**src/rtl/paq_pkg.sv**
```systemverilog
// rtl/paq_pkg.sv - shared constants and slot addressing for the 2-bit to 8-bit packer
package paq_pkg;

    localparam int SYM_W  = 2;
    localparam int N_SYM  = 4;
    localparam int WORD_W = SYM_W * N_SYM;
    localparam int CNT_W  = $clog2(N_SYM);

    // Bit offset of symbol slot cnt; MSB-first mirrors the slot order.
    function automatic int slot_lo(input int cnt, input bit lsb_first,
                                   input int sym_w = SYM_W, input int n_sym = N_SYM);
        return lsb_first ? cnt * sym_w : (n_sym - 1 - cnt) * sym_w;
    endfunction

endpackage

```
**src/rtl/paq_reg_salida.sv**
```systemverilog
// rtl/paq_reg_salida.sv - valid/ready output holding register for packed words
module paq_reg_salida #(
    parameter int WORD_W = 8
) (
    input  logic              clk,
    input  logic              reset_L,
    input  logic              load,
    input  logic [WORD_W-1:0] word,
    input  logic              ready_in,
    output logic              valid_out,
    output logic [WORD_W-1:0] data_out,
    output logic              busy
);

    logic              valid_q, valid_d;
    logic [WORD_W-1:0] data_q, data_d;

    always_comb begin
        valid_d = valid_q;
        data_d  = data_q;
        if (load) begin
            valid_d = 1'b1;
            data_d  = word;
        end else if (valid_q && ready_in) begin
            valid_d = 1'b0;
        end
    end

    always_ff @(posedge clk or posedge reset_L) begin
        if (reset_L) begin
            valid_q <= 1'b0;
            data_q  <= '0;
        end else begin
            valid_q <= valid_d;
            data_q  <= data_d;
        end
    end

    assign valid_out = valid_q;
    assign data_out  = data_q;
    assign busy      = valid_q && !ready_in;

endmodule

```
**src/rtl/paq_2b_a_8b.sv**
```systemverilog
// rtl/paq_2b_a_8b.sv - packs consecutive narrow symbols into a word with valid/ready output
module paq_2b_a_8b #(
    parameter int SYM_W     = paq_pkg::SYM_W,
    parameter int N_SYM     = paq_pkg::N_SYM,
    parameter int LSB_FIRST = 1
) (
    input  logic                   clk,
    input  logic                   reset_L,
    input  logic                   valid_in,
    input  logic [SYM_W-1:0]       data_in,
    output logic                   ready_out,
    output logic                   valid_out,
    output logic [SYM_W*N_SYM-1:0] data_out,
    input  logic                   ready_in
);
    import paq_pkg::*;

    localparam int W_W = SYM_W * N_SYM;
    localparam int C_W = $clog2(N_SYM);
    localparam logic [C_W-1:0] LAST = C_W'(N_SYM - 1);

    logic [C_W-1:0] cnt_q, cnt_d;
    logic [W_W-1:0] partial_q, partial_d;
    logic [W_W-1:0] merged;
    logic           busy;
    logic           accept;
    logic           load;

    // Only a completing accept writes the output register, so only it must wait.
    assign ready_out = !(cnt_q == LAST && busy);
    assign accept    = valid_in && ready_out;
    assign load      = accept && (cnt_q == LAST);

    always_comb begin
        merged = partial_q;
        merged[slot_lo(int'(cnt_q), LSB_FIRST != 0, SYM_W, N_SYM) +: SYM_W] = data_in;
        cnt_d     = cnt_q;
        partial_d = partial_q;
        if (accept) begin
            if (cnt_q == LAST) begin
                cnt_d     = '0;
                partial_d = '0;
            end else begin
                cnt_d     = cnt_q + C_W'(1);
                partial_d = merged;
            end
        end
    end

    always_ff @(posedge clk or posedge reset_L) begin
        if (reset_L) begin
            cnt_q     <= '0;
            partial_q <= '0;
        end else begin
            cnt_q     <= cnt_d;
            partial_q <= partial_d;
        end
    end

    paq_reg_salida #(
        .WORD_W(W_W)
    ) u_reg_salida (
        .clk      (clk),
        .reset_L  (reset_L),
        .load     (load),
        .word     (merged),
        .ready_in (ready_in),
        .valid_out(valid_out),
        .data_out (data_out),
        .busy     (busy)
    );

endmodule

```
**config.mk**
```make
export PLATFORM = sky130hd
export DESIGN_NAME = paq_2b_a_8b
export DESIGN_NICKNAME = d
export VERILOG_FILES = /design/src/rtl/paq_pkg.sv /design/src/rtl/paq_reg_salida.sv /design/src/rtl/paq_2b_a_8b.sv
export SDC_FILE = /design/constraint.sdc
export NUM_CORES = 1
export LEC_CHECK = 0
export ABC_CLOCK_PERIOD_IN_PS = 4340
export CAP_MARGIN = 40
export CORE_MARGIN = 1.5
export CORE_UTILIZATION = 30
export DETAILED_ROUTE_END_ITERATION = 12
export HOLD_SLACK_MARGIN = 0.06
export PLACE_DENSITY_LB_ADDON = 0.15
export SYNTH_ARGS = -nofsm -noshare
export SYNTH_HDL_FRONTEND = slang
export SYNTH_HIERARCHICAL = 1
export SYNTH_SLANG_ARGS = --single-unit
export TNS_END_PERCENT = 5
```
**constraint.sdc**
```tcl
create_clock -name clk -period 4.34 [get_ports clk]
set_input_delay 0.434 -clock clk [delete_from_list [all_inputs] [get_ports clk]]
set_output_delay 0.434 -clock clk [all_outputs]
set_load 0.01 [all_outputs]
```
; Word-level counts from Yosys, hierarchy flattened
; Cells that the tools add are included.
[op_classes]
n_mux = 5
eq_ne = 1
shifts = 2
n_reduce_logical = 8
n_addsub = 2
[op_table]
columns = cell, count
row1 = negator 3 -> 33 bit, 1
row2 = variable shift 2 x 33 -> 8 bit (first input constant), 1
row3 = indexed part select 2 x 33 -> 8 bit, 1
row4 = bitwise mux 8 bit, 1
row5 = 2-to-1 mux 8 bit, 1
row6 = logical AND 1 bit, 5
row7 = adder 2 x 1 -> 2 bit (second input constant), 1
row8 = equality test 2 bit (second input constant), 1
row9 = zero test 1 bit, 2
row10 = 2-to-1 mux 1 bit, 2
row11 = 2-to-1 mux 2 bit, 1
row12 = nonzero test 2 bit, 1
[word_totals]
output_inout_bits = 10
register_bits = 19

; Longest topological paths before layout
; Gate-level depths: netlist of the first run.
[logic_depth]
depth_word = 7
mapped_depth = 6

; By module
; Netlist of the first run, hierarchy kept.
[modules_own_cells]
columns = module, seq_area_each_um2, area_each_um2, instances, cells_each
row1 = paq_2b_a_8b, 250.2, 653.1, 1, 65
row2 = paq_reg_salida, 225.2, 372.9, 1, 21

; Least setup slack after synthesis of the first run
; Ideal clock, no wire load.
[synth_timing]
path_type = reg-to-reg
from = reg cnt_q[0]
to = reg u_reg_salida.data_q[4] (netlist: u_reg_salida/data_out[4])
setup_ns = 0.125
n_path_buf = 0
setup_slack_ns = 2.685
t_arrival_ns = 1.530
synth_period_minus_slack_ns = 1.655
stages_incl_launch_ff = 6
path_cell_list = dfrtp_1 > inv_1 > ha_1 > and4_1 > a22o_1 > mux2_4
[synth_lines]
columns = item, line_no
row1 = "start, declared", paq_2b_a_8b.sv:22  ; logic [C_W-1:0] cnt_q, cnt_d;
row2 = "start signal, assigned", paq_2b_a_8b.sv:55  ; cnt_q <= cnt_d;
row3 = negator 3 -> 33 bit (*), paq_2b_a_8b.sv:36  ; merged[slot_lo(int'(cnt_q), LSB_FIRST != 0, SYM_W, N_SYM) +: SYM_W] = data_in;
row4 = indexed part select 2 x 33 -> 8 bit / variable shift 2 x 33 -> 8 bit (equally long branches), paq_2b_a_8b.sv:36
row5 = bitwise mux 8 bit (*), paq_2b_a_8b.sv:36
row6 = net merged[4], paq_2b_a_8b.sv:24  ; logic [W_W-1:0] merged;
row7 = "end signal, assigned", paq_reg_salida.sv:35  ; data_q <= data_d;
row8 = "end, declared", paq_reg_salida.sv:16  ; logic [WORD_W-1:0] data_q, data_d;
; Mark *: on every way through the listed nets, which the timed path passes. The rest lies on a longest branch.
; A chain may end at the register's enable or synchronous reset.

; Worst setup path after layout of the first run
[layout_timing]
from = in ready_in
to = out ready_out
[layout_between]
elab_chain_cells = 4
[layout_lines]
columns = item, line_no
row1 = "start, declared", paq_2b_a_8b.sv:14  ; input logic ready_in
row2 = zero test 1 bit, paq_reg_salida.sv:41  ; assign busy = valid_q && !ready_in;
row3 = logical AND 1 bit, paq_reg_salida.sv:41
row4 = net busy, paq_2b_a_8b.sv:25  ; logic busy;
row5 = logical AND 1 bit, paq_2b_a_8b.sv:30  ; assign ready_out = !(cnt_q == LAST && busy);
row6 = zero test 1 bit, paq_2b_a_8b.sv:30
row7 = "end, declared", paq_2b_a_8b.sv:11  ; output logic ready_out,
; The timed path passes the listed nets, and every way through them passes these cells.

==> results of run 1 <==
==> cell families (layout without fill, tap and decap cells) <==
group	count (synthesis)	count (layout)	share of synthesized area
mux	8	8	0.117
simple gates	22	22	0.144
flops	19	19	0.463
compound gates	20	20	0.160
buf+inv	12	29	0.0549
fa+ha+maj	5	5	0.0610
==> flip-flops by register name, indices dropped and copies added (netlist names) <==
register / flops
u_reg_salida/data_out: 8
partial_q: 8
cnt_q: 2
u_reg_salida/valid_out: 1
==> cells in the mapped netlist <==
| cell type | count | area [um2] |
|---|---|---|
| dfrtp_1 | 19 | 475 |
| a22o_1 | 10 | 87.6 |
| inv_1 | 9 | 33.8 |
| mux2_4 | 8 | 120 |
| nand2_1 | 8 | 30.0 |
| ha_1 | 5 | 62.6 |
| o21ai_0 | 5 | 25.0 |
| nor2_1 | 3 | 11.3 |
| and2_1 | 2 | 12.5 |
| and3b_2 | 2 | 20.0 |
| and4_1 | 2 | 17.5 |
| a21bo_2 | 1 | 10.0 |
| a21boi_4 | 1 | 18.8 |
| a31o_2 | 1 | 8.76 |
| and4bb_2 | 1 | 12.5 |
| buf_4 | 1 | 7.51 |
| buf_6 | 1 | 11.3 |
| inv_2 | 1 | 3.75 |
| nand3b_1 | 1 | 7.51 |
| nor2b_1 | 1 | 6.26 |
| nor4b_4 | 1 | 23.8 |
| o21ai_1 | 1 | 5.00 |
| o21ai_2 | 1 | 8.76 |
| or2_1 | 1 | 6.26 |
==> report_power, final <==
group	internal, W	total (W)	switching, W
logic	0.000152	0.000295	0.000143
clock network	0.0000358	0.0000911	0.0000553
registers	0.000224	0.000252	0.0000286
total	0.000412	0.000639	0.000227
==> layer usage <==
| metal | vias to the layer above | part of all wire | track usage |
|---|---|---|---|
| met2 | 13 | 0.48 | 0.192 |
| met4 | 0 | 0.0067 | 0.0547 |
| li1 | 333 | - | - |
| met1 | 342 | 0.47 | 0.147 |
| met5 | - | 0 | 0 |
| met3 | 2 | 0.040 | 0.0252 |
==> metrics by stage <==
| stage | area (um2) | power [W] | utilization |
|---|---|---|---|
| final | 1240 | 0.000639 | 0.375 |
| after global routing | 1240 | 0.000691 | 0.375 |
| after CTS | 1240 | 0.000652 | 0.375 |
| after detailed placement | 1210 | 0.000558 | 0.367 |
| after global placement | 1210 | 0.000551 | 0.367 |
| after floorplan | 1030 | 0.000462 | - |
==> worst reg2reg max path, cell delays in order, from the launching register on <==
cell and delay (ns):
dfrtp_1 0.42, ha_1 0.44, nand3b_1 0.16, inv_1 0.38
mux2_4 0.34
==> cell type report <==
class,instances,area (um2)
fill,354,2070
multi-input combinational,55,494
sequential,19,475
timing repair buffer,15,150
tap,46,57.6
inverter,10,37.5
clock buffer,4,26.3
==> path summary, 6_finish.rpt <==
kind                            slack, ns                        to  depth (start not counted)          from
min in group clk                     0.52              partial_q[5]                          1  partial_q[5]
worst min-delay path                 0.40  u_reg_salida/data_out[7]                          2       reset_L
worst max register to register       2.51  u_reg_salida/data_out[1]                          4      cnt_q[0]
max in group asynchronous            3.57              partial_q[6]                          2       reset_L
worst min register to register       0.52              partial_q[5]                          1  partial_q[5]
worst max-delay path                 2.10                 ready_out                          4      ready_in
==> metrics.txt, run 1 <==
antenna violations before repair=0; most common library cell in the layout ignoring fill and taps=dfrtp_1; Resized cells post-CTS=0; register area share after synthesis=0.463; num rows=21; die outline height=approximately 60 um; vias in the first global route=roughly 670; final worst path period need=roughly 2.2 ns; clock latency on the worst-skew pair=0.30 ns; total power per unit cell area=about 500 nW/um2; kind of capture point of the worst setup path=primary output; setup skew after layout=just over 0.006 ns; placed insts=~150; final worst slack=2.10 ns; worst slack at placement=about 2.1 ns; first-pass detailed-route iteration total=4; Static Leakage=between 0.5 and 0.6 nW; run status=completed; post-synthesis cell area=just over 1000 um2; RSZ-0062 raised after global routing=false; average cell area after synthesis=between 10 and 15 um2; most used cell along the critical path=clkdlybuf4s50_1; TritonCTS clock tree=built; drt total wl=just under 2 mm; slowest stage delay, CP=just under 0.5 ns; die extent in x=about 60 um; Setup Buffers After CTS=0; number of standard cells after synthesis=86; number of levels in the clock H-tree=1; number of antenna repair diodes=0; full die area=about 3800 um2; hold buffer count at CTS=0; worst setup path class=in2out; largest fanout of any net on the critical path=5; crit path launch type=primary input; relative max-transition margin=0.684; Max VDD drop=around 0.12 mV; number of buffers created by CTS=3; count of input and output buffers=15; number of max-cap violations=0; number of storage elements in the synthesis netlist=19; Largest delay share family, worst path=buffers and inverters; Antenna Violating Nets Remaining=0; data required time at the worst endpoint=between 3 and 4 ns; total global routing track utilization=0.118; routed wire length per instance=between 10 and 15 um; post-DR vias/cell=4.63; initial cell density of the core=0.310; critical path data arrival time=1.81 ns; sum of buffers and inverters on the critical path=2; classification of the worst-slack hold path=in2async; commonest cells after routing, fill and taps aside=dfrtp_1 (19), clkdlybuf4s50_1 (15), a22o_1 (10), inv_1 (9); number of warnings reported in the yosys synthesis log=6; clock tree sinks=19; DRC violation count after routing=0; non-filler instance count after layout=around 150; fraction of the cycle the final worst path needs=0.516; Setup TNS=0 ns; Layout Nets=~120; pin slew with the least headroom to its limit=~0.47 ns; initial drt markers=13; Remaining Overflow, GRT=0; I/O pins=16; final max-slew violation count=0; Final Hold Violating Endpoints=0; Peak Freq=446 MHz; Worst path slowest cell=clkdlybuf4s50_1; Post-Route Hold Slack=0.403 ns; number of failing setup endpoints in the final timing report=0; root buffer cell=clkbuf_4; clock transition at the register clock pins on the worst setup and hold paths after CTS=roughly 0.11 ns; core box area=3310 um2; Distinct cells, synth=24; Vias=slightly below 700; gp weighted congestion=0.698; area growth from synthesis to layout=21.0%; maximum number of pins on one net before global-route repair=11; fraction of final layout cells with drive strength greater than 1=0.194; nets in the synthesized netlist=97; maximum clock insertion buffer count=2; ordered cell list for the critical path=clkdlybuf4s50_1, nor2b_1, nand2_1, clkdlybuf4s50_1; global-route wire length before repair=between 3 and 4 mm; half-perimeter wire length of the detailed placement result=approximately 1.6 mm
Power figures use the tool's default switching activity.
==> inputs of run 2 (changes only) <==
--- a/config.mk
+++ b/config.mk
@@ -5,7 +5,7 @@
 export SDC_FILE = /design/constraint.sdc
 export NUM_CORES = 1
 export LEC_CHECK = 0
-export ABC_CLOCK_PERIOD_IN_PS = 4340
+export ABC_CLOCK_PERIOD_IN_PS = 2150
 export CAP_MARGIN = 40
 export CORE_MARGIN = 1.5
 export CORE_UTILIZATION = 30
==> constraint.sdc (replaced) <==
create_clock -name clk -period 2.15 [get_ports clk]
set_input_delay 0.215 -clock clk [delete_from_list [all_inputs] [get_ports clk]]
set_output_delay 0.215 -clock clk [all_outputs]
set_load 0.01 [all_outputs]
==> run 2 against run 1 <==
Power is 100% higher. Final cell count is 1.3% higher. Die area unchanged. Via count fell by 0.43%. Sequential cell count unchanged. Utilization up 0.45 points.
==> metrics.txt, run 2 (same netlist as run 1, synthesis figures left out) <==
area growth from synthesis to layout=22.4% (was 21.0%); RSZ-0062 raised after global routing=false (unchanged); number of buffers created by CTS=3 (unchanged); number of max-cap violations=0 (unchanged); Vias=687 (was 690); initial cell density of the core=0.310 (unchanged); global-route wire length before repair=3.18 mm (was 3.16 mm); maximum clock insertion buffer count=2 (unchanged); crit path launch type=register (was primary input); number of filler instances in the final layout=348 (was 354); clock latency on the worst-skew pair=0.29 ns (was 0.30 ns); final max-slew violation count=0 (unchanged); root buffer cell=clkbuf_4 (unchanged); full die area=3780 um2 (unchanged); Peak Freq=555 MHz; Antenna Violating Nets Remaining=0 (unchanged); most common library cell in the layout ignoring fill and taps=dfrtp_1 (unchanged); number of antenna repair diodes=0 (unchanged); num rows=21 (unchanged); worst setup path class=reg2reg (was in2out); routed wire length per instance=13.3 um (was 12.9 um); post-DR vias/cell=4.55 (was 4.63); data required time at the worst endpoint=2.34 ns (was 3.91 ns); area post-placement=1230 um2 (was 1210 um2); total power per unit cell area=1040 nW/um2 (was 515 nW/um2); gp weighted congestion=0.670 (was 0.698); core box area=3310 um2 (unchanged); footprint of the multi-input gates=494 um2 (unchanged); Setup Buffers After CTS=0 (unchanged); half-perimeter wire length of the detailed placement result=1.62 mm (was 1.56 mm); vias in the first global route=660 (was 666); fraction of final layout cells with drive strength greater than 1=0.210 (was 0.194); fraction of the cycle the final worst path needs=0.838; pin slew with the least headroom to its limit=0.464 ns (was 0.473 ns); antenna violations before repair=0 (unchanged); maximum number of pins on one net before global-route repair=11 (unchanged); area of all placed cells without fillers=1260 um2 (was 1240 um2); Final Hold Violating Endpoints=0 (unchanged); count of input and output buffers=15 (unchanged); kind of capture point of the worst setup path=register (was primary output); classification of the worst-slack hold path=in2async (unchanged); I/O pins=16 (unchanged); setup skew after layout=0.00508 ns (was 0.00616 ns); number of levels in the clock H-tree=1 (unchanged); Remaining Overflow, GRT=0 (unchanged); clock tree sinks=19 (unchanged); Resized cells post-CTS=0 (unchanged); Static Leakage=0.593 nW (was 0.582 nW); largest fanout of any net on the critical path=7 (was 5); TritonCTS clock tree=built (unchanged); commonest cells after routing, fill and taps aside=dfrtp_1 (19), clkdlybuf4s50_1 (15), a22o_1 (10), inv_1 (9) (unchanged); hold buffer count at CTS=0 (unchanged); critical path data arrival time=2.00 ns (was 1.81 ns); clock transition at the register clock pins on the worst setup and hold paths after CTS=0.11 ns (about the same); total global routing track utilization=0.119 (was 0.118); number of failing setup endpoints in the final timing report=0 (unchanged); DRC violation count after routing=0 (unchanged); Max VDD drop=0.388 mV (was 0.121 mV); die extent in x=61.5 um (unchanged); first-pass detailed-route iteration total=4 (unchanged); storage element area=475 um2 (unchanged); final worst path period need=1.80 ns; drt total wl=2.00 mm (was 1.93 mm); initial drt markers=9 (was 13); Setup TNS=0 ns (unchanged); die outline height=61.5 um (unchanged); run status=completed (unchanged); Layout Nets=117 (was 115); relative max-transition margin=0.690 (was 0.684)
==> run 2: routing by layer <==
layer  vias to the layer above  track usage  wire length (um)
met5                         -            0                 0
met3                         2       0.0252                70
met1                       335        0.150               944
met4                         0       0.0456                13
met2                        11        0.198               973
li1                        339            -                 -
==> run 2: final timing paths <==
path                       cells after the start                  endpoint  slack, ns    startpoint
hold / removal                                 2  u_reg_salida/data_out[2]       0.20       reset_L
max in group asynchronous                      2                  cnt_q[0]       1.61       reset_L
hold reg to reg                                1              partial_q[2]       0.51  partial_q[2]
setup / recovery                               6  u_reg_salida/data_out[2]       0.35      cnt_q[0]
setup reg to reg                               6  u_reg_salida/data_out[2]       0.35      cnt_q[0]
min in group clk                               1              partial_q[2]       0.51  partial_q[2]
==> run 2: power breakdown <==
part           switching (W)  internal [W]
Clock               0.000113     0.0000721
Sequential         0.0000596      0.000452
Combinational       0.000291      0.000317
Total               0.000463      0.000841
==> run 2: metrics by stage <==
stage / setup slack [ns] / cells / power, W / hold WS (ns) / util
CTS: 0.333 / 151 / 0.00133 / 0.213 / 0.379
global route: 0.225 / 151 / 0.00142 / 0.232 / 0.379
finish: 0.347 / 151 / 0.00130 / 0.199 / 0.379
detailed placement: 0.346 / 147 / 0.00114 / 0.482 / 0.372
floorplan: 0.495 / 86 / 0.000932 / 0.0429 / -
global placement: 0.353 / 147 / 0.00113 / 0.482 / 0.372
==> run 2: cell type report <==
type	count	area share
clock buffer	4	0.0209
inverter	10	0.0299
multi-input combinational	55	0.393
sequential	19	0.378
tap	46	0.0458
timing repair buffer	17	0.131
==> run 2: critical path: stages (launching register included) <==
cell     delay, ns
dfrtp_1       0.43
inv_1         0.21
ha_1          0.27
nor2_1        0.09
and4_1        0.24
a22o_1        0.20
mux2_4        0.25
==> inputs of run 3 (changes only) <==
--- a/config.mk
+++ b/config.mk
@@ -5,7 +5,7 @@
 export SDC_FILE = /design/constraint.sdc
 export NUM_CORES = 1
 export LEC_CHECK = 0
-export ABC_CLOCK_PERIOD_IN_PS = 2150
+export ABC_CLOCK_PERIOD_IN_PS = 1800
 export CAP_MARGIN = 40
 export CORE_MARGIN = 1.5
 export CORE_UTILIZATION = 30
==> constraint.sdc (replaced) <==
create_clock -name clk -period 1.8 [get_ports clk]
set_input_delay 0.18 -clock clk [delete_from_list [all_inputs] [get_ports clk]]
set_output_delay 0.18 -clock clk [all_outputs]
set_load 0.01 [all_outputs]
==> run 3 against run 2 <==
Sequential share of layout area down 0.92 points. Hold slack worse by 0.035 ns. First-iteration DRC count up 67%. Setup slack worse by 0.26 ns. Via count up 1.2%. Sequential power up 19%. Final cell count up 2.0%. Sequential cell count unchanged. Power up 25%. Register-to-register slack worse by 0.24 ns. Global-route usage up 0.78 points. Clock power up 19%. Highest routed layer unchanged.
==> metrics.txt, run 3 (same netlist as run 1, synthesis figures left out) <==
run status=completed (unchanged); area growth from synthesis to layout=25.5% (was 22.4%); routed wire length per instance=13.4 um (was 13.3 um); commonest cells after routing, fill and taps aside=dfrtp_1 (19), clkdlybuf4s50_1 (15), a22o_1 (10), inv_1 (9) (unchanged); area of all placed cells without fillers=1290 um2 (was 1260 um2); final max-slew violation count=0 (unchanged); post-DR vias/cell=4.51 (was 4.55); Worst R2R Setup Slack=0.11 ns (was 0.35 ns); Final Hold Violating Endpoints=0 (unchanged); Setup TNS=0 ns (unchanged); storage element area=475 um2 (unchanged); TritonCTS clock tree=built (unchanged); fraction of the cycle the final worst path needs=0.950; GRT Max-Usage Layer=met2 (unchanged); Setup Buffers After CTS=0 (unchanged); non-filler instance count after layout=154 (was 151); placed insts=150 (was 147); M1 GR Usage=0.165 (was 0.150); relative max-transition margin=0.670 (was 0.690); maximum clock insertion buffer count=2 (unchanged); critical path data arrival time=1.53 ns (was 2.00 ns); drt total wl=2.07 mm (was 2.00 mm); Static Leakage=0.607 nW (was 0.593 nW); setup skew after layout=0.00433 ns (was 0.00508 ns); worst setup path class=reg2out (was reg2reg); global-route wire length before repair=3.40 mm (was 3.18 mm); antenna violations before repair=0 (unchanged); vias in the first global route=692 (was 660); Antenna Violating Nets Remaining=0 (unchanged); Layout Nets=120 (was 117); clock tree sinks=19 (unchanged); half-perimeter wire length of the detailed placement result=1.64 mm (was 1.62 mm); number of max-cap violations=0 (unchanged); total global routing track utilization=0.127 (was 0.119); data required time at the worst endpoint=1.62 ns (was 2.34 ns); count of input and output buffers=15 (unchanged); startpoint of the lowest-slack register-to-register path=cnt_q[0] (unchanged); DRC violation count after routing=0 (unchanged); Peak Freq=around 600 MHz; depth of the worst register-to-register path=6 (unchanged); number of failing setup endpoints in the final timing report=0 (unchanged); RR Endpoint=u_reg_salida/data_out[1] (was u_reg_salida/data_out[2]); die outline height=61.5 um (unchanged); fraction of final layout cells with drive strength greater than 1=0.269 (was 0.210); kind of capture point of the worst setup path=primary output (was register); gp weighted congestion=0.761 (was 0.670); final worst path period need=~1.7 ns; root buffer cell=clkbuf_4 (unchanged); crit path launch type=register (unchanged); clock latency on the worst-skew pair=0.30 ns (was 0.29 ns); num rows=21 (unchanged); maximum number of pins on one net before global-route repair=12 (was 11); number of buffers created by CTS=3 (unchanged); first-pass detailed-route iteration total=4 (unchanged); number of levels in the clock H-tree=1 (unchanged); classification of the worst-slack hold path=in2async (unchanged); Max VDD drop=0.461 mV (was 0.388 mV); die extent in x=61.5 um (unchanged); largest fanout of any net on the critical path=5 (was 7); I/O pins=16 (unchanged); PnR Total Power=0.00163 W (was 0.00130 W); worst slack at placement=0.0193 ns (was 0.346 ns); most common library cell in the layout ignoring fill and taps=dfrtp_1 (unchanged); full die area=3780 um2 (unchanged); pin slew with the least headroom to its limit=0.494 ns (was 0.464 ns); footprint of the multi-input gates=502 um2 (was 494 um2); clock transition at the register clock pins on the worst setup and hold paths after CTS=0.11 ns (about the same); RSZ-0062 raised after global routing=false (unchanged); total power per unit cell area=1270 nW/um2 (was 1040 nW/um2); met3 track demand over resource=0.0462 (was 0.0252); initial drt markers=15 (was 9); final worst slack=0.0899 ns (was 0.347 ns); slowest stage delay, CP=0.52 ns (was 0.43 ns); Vias=695 (was 687); met2 demand-to-capacity share in global routing=0.195 (was 0.198); Remaining Overflow, GRT=0 (unchanged); core box area=3310 um2 (unchanged); ordered cell list for the critical path=ha_2, nand2_1, clkdlybuf4s50_1 (was inv_1, ha_1, nor2_1, and4_1, a22o_1, mux2_4); number of antenna repair diodes=0 (unchanged); Worst path slowest cell=clkdlybuf4s50_1 (was dfrtp_1); number of filler instances in the final layout=351 (was 348); area post-placement=1250 um2 (was 1230 um2); initial cell density of the core=0.310 (unchanged)
run 3: cell count changes in the layout (fill, tap and decap cells not counted), sizes merged:
cell	before	now
clkinv	0	1
clkbuf	4	3
buf	2	5
run 3: critical path, delay by kind of cell (launching register included):
kind	cells	cell delay [ns]
buffers and inverters	1	0.52
flip-flops	1	0.43
adder cells (fa/ha/maj)	1	0.22
AND/OR/NAND/NOR	1	0.06
run 3: worst max path at each step:
stage | from | slack, ns | cells after the start | end
2_1_floorplan | cnt_q[0] | 0.14 | 5 | u_reg_salida/data_out[4]
3_3_place_gp | ready_in | 0.02 | 5 | u_reg_salida/data_out[2]
3_5_place_dp | ready_in | 0.02 | 5 | u_reg_salida/data_out[3]
4_1_cts | cnt_q[0] | 0.02 | 3 | ready_out
5_1_grt | cnt_q[0] | 0.003 | 3 | ready_out
6_report | cnt_q[0] | 0.09 | 3 | ready_out
run 3: metrics by stage:
step	util	hold slack (ns)
floorplan	-	0.00792
global placement	0.378	0.478
detailed placement	0.378	0.480
CTS	0.387	0.170
global route	0.389	0.190
finish	0.389	0.164
run 3: what timing repair did:
action,in CTS,in global routing
hold buffers,0,0
endpoints found under the setup margin,0,5
gates resized for setup,0,3
run 3: layer usage:
layer,wire length (um),vias up
met2,932,15
met1,1030,333
met4,13,0
met3,99,2
li1,-,345
met5,0,-
run 3: area by class of cell:
type	instances	share of cell area
inverters	10	0.0292
multi-input cells	55	0.390
well taps	46	0.0447
clock inverters	1	0.00389
clock buffers	3	0.0175
flip-flops and latches	19	0.369
repair buffers	20	0.146
run 3: report_power, final:
part | internal, W | switching, W
registers | 0.000540 | 0.0000703
clock network | 0.0000829 | 0.000137
logic | 0.000426 | 0.000373
total | 0.00105 | 0.000580
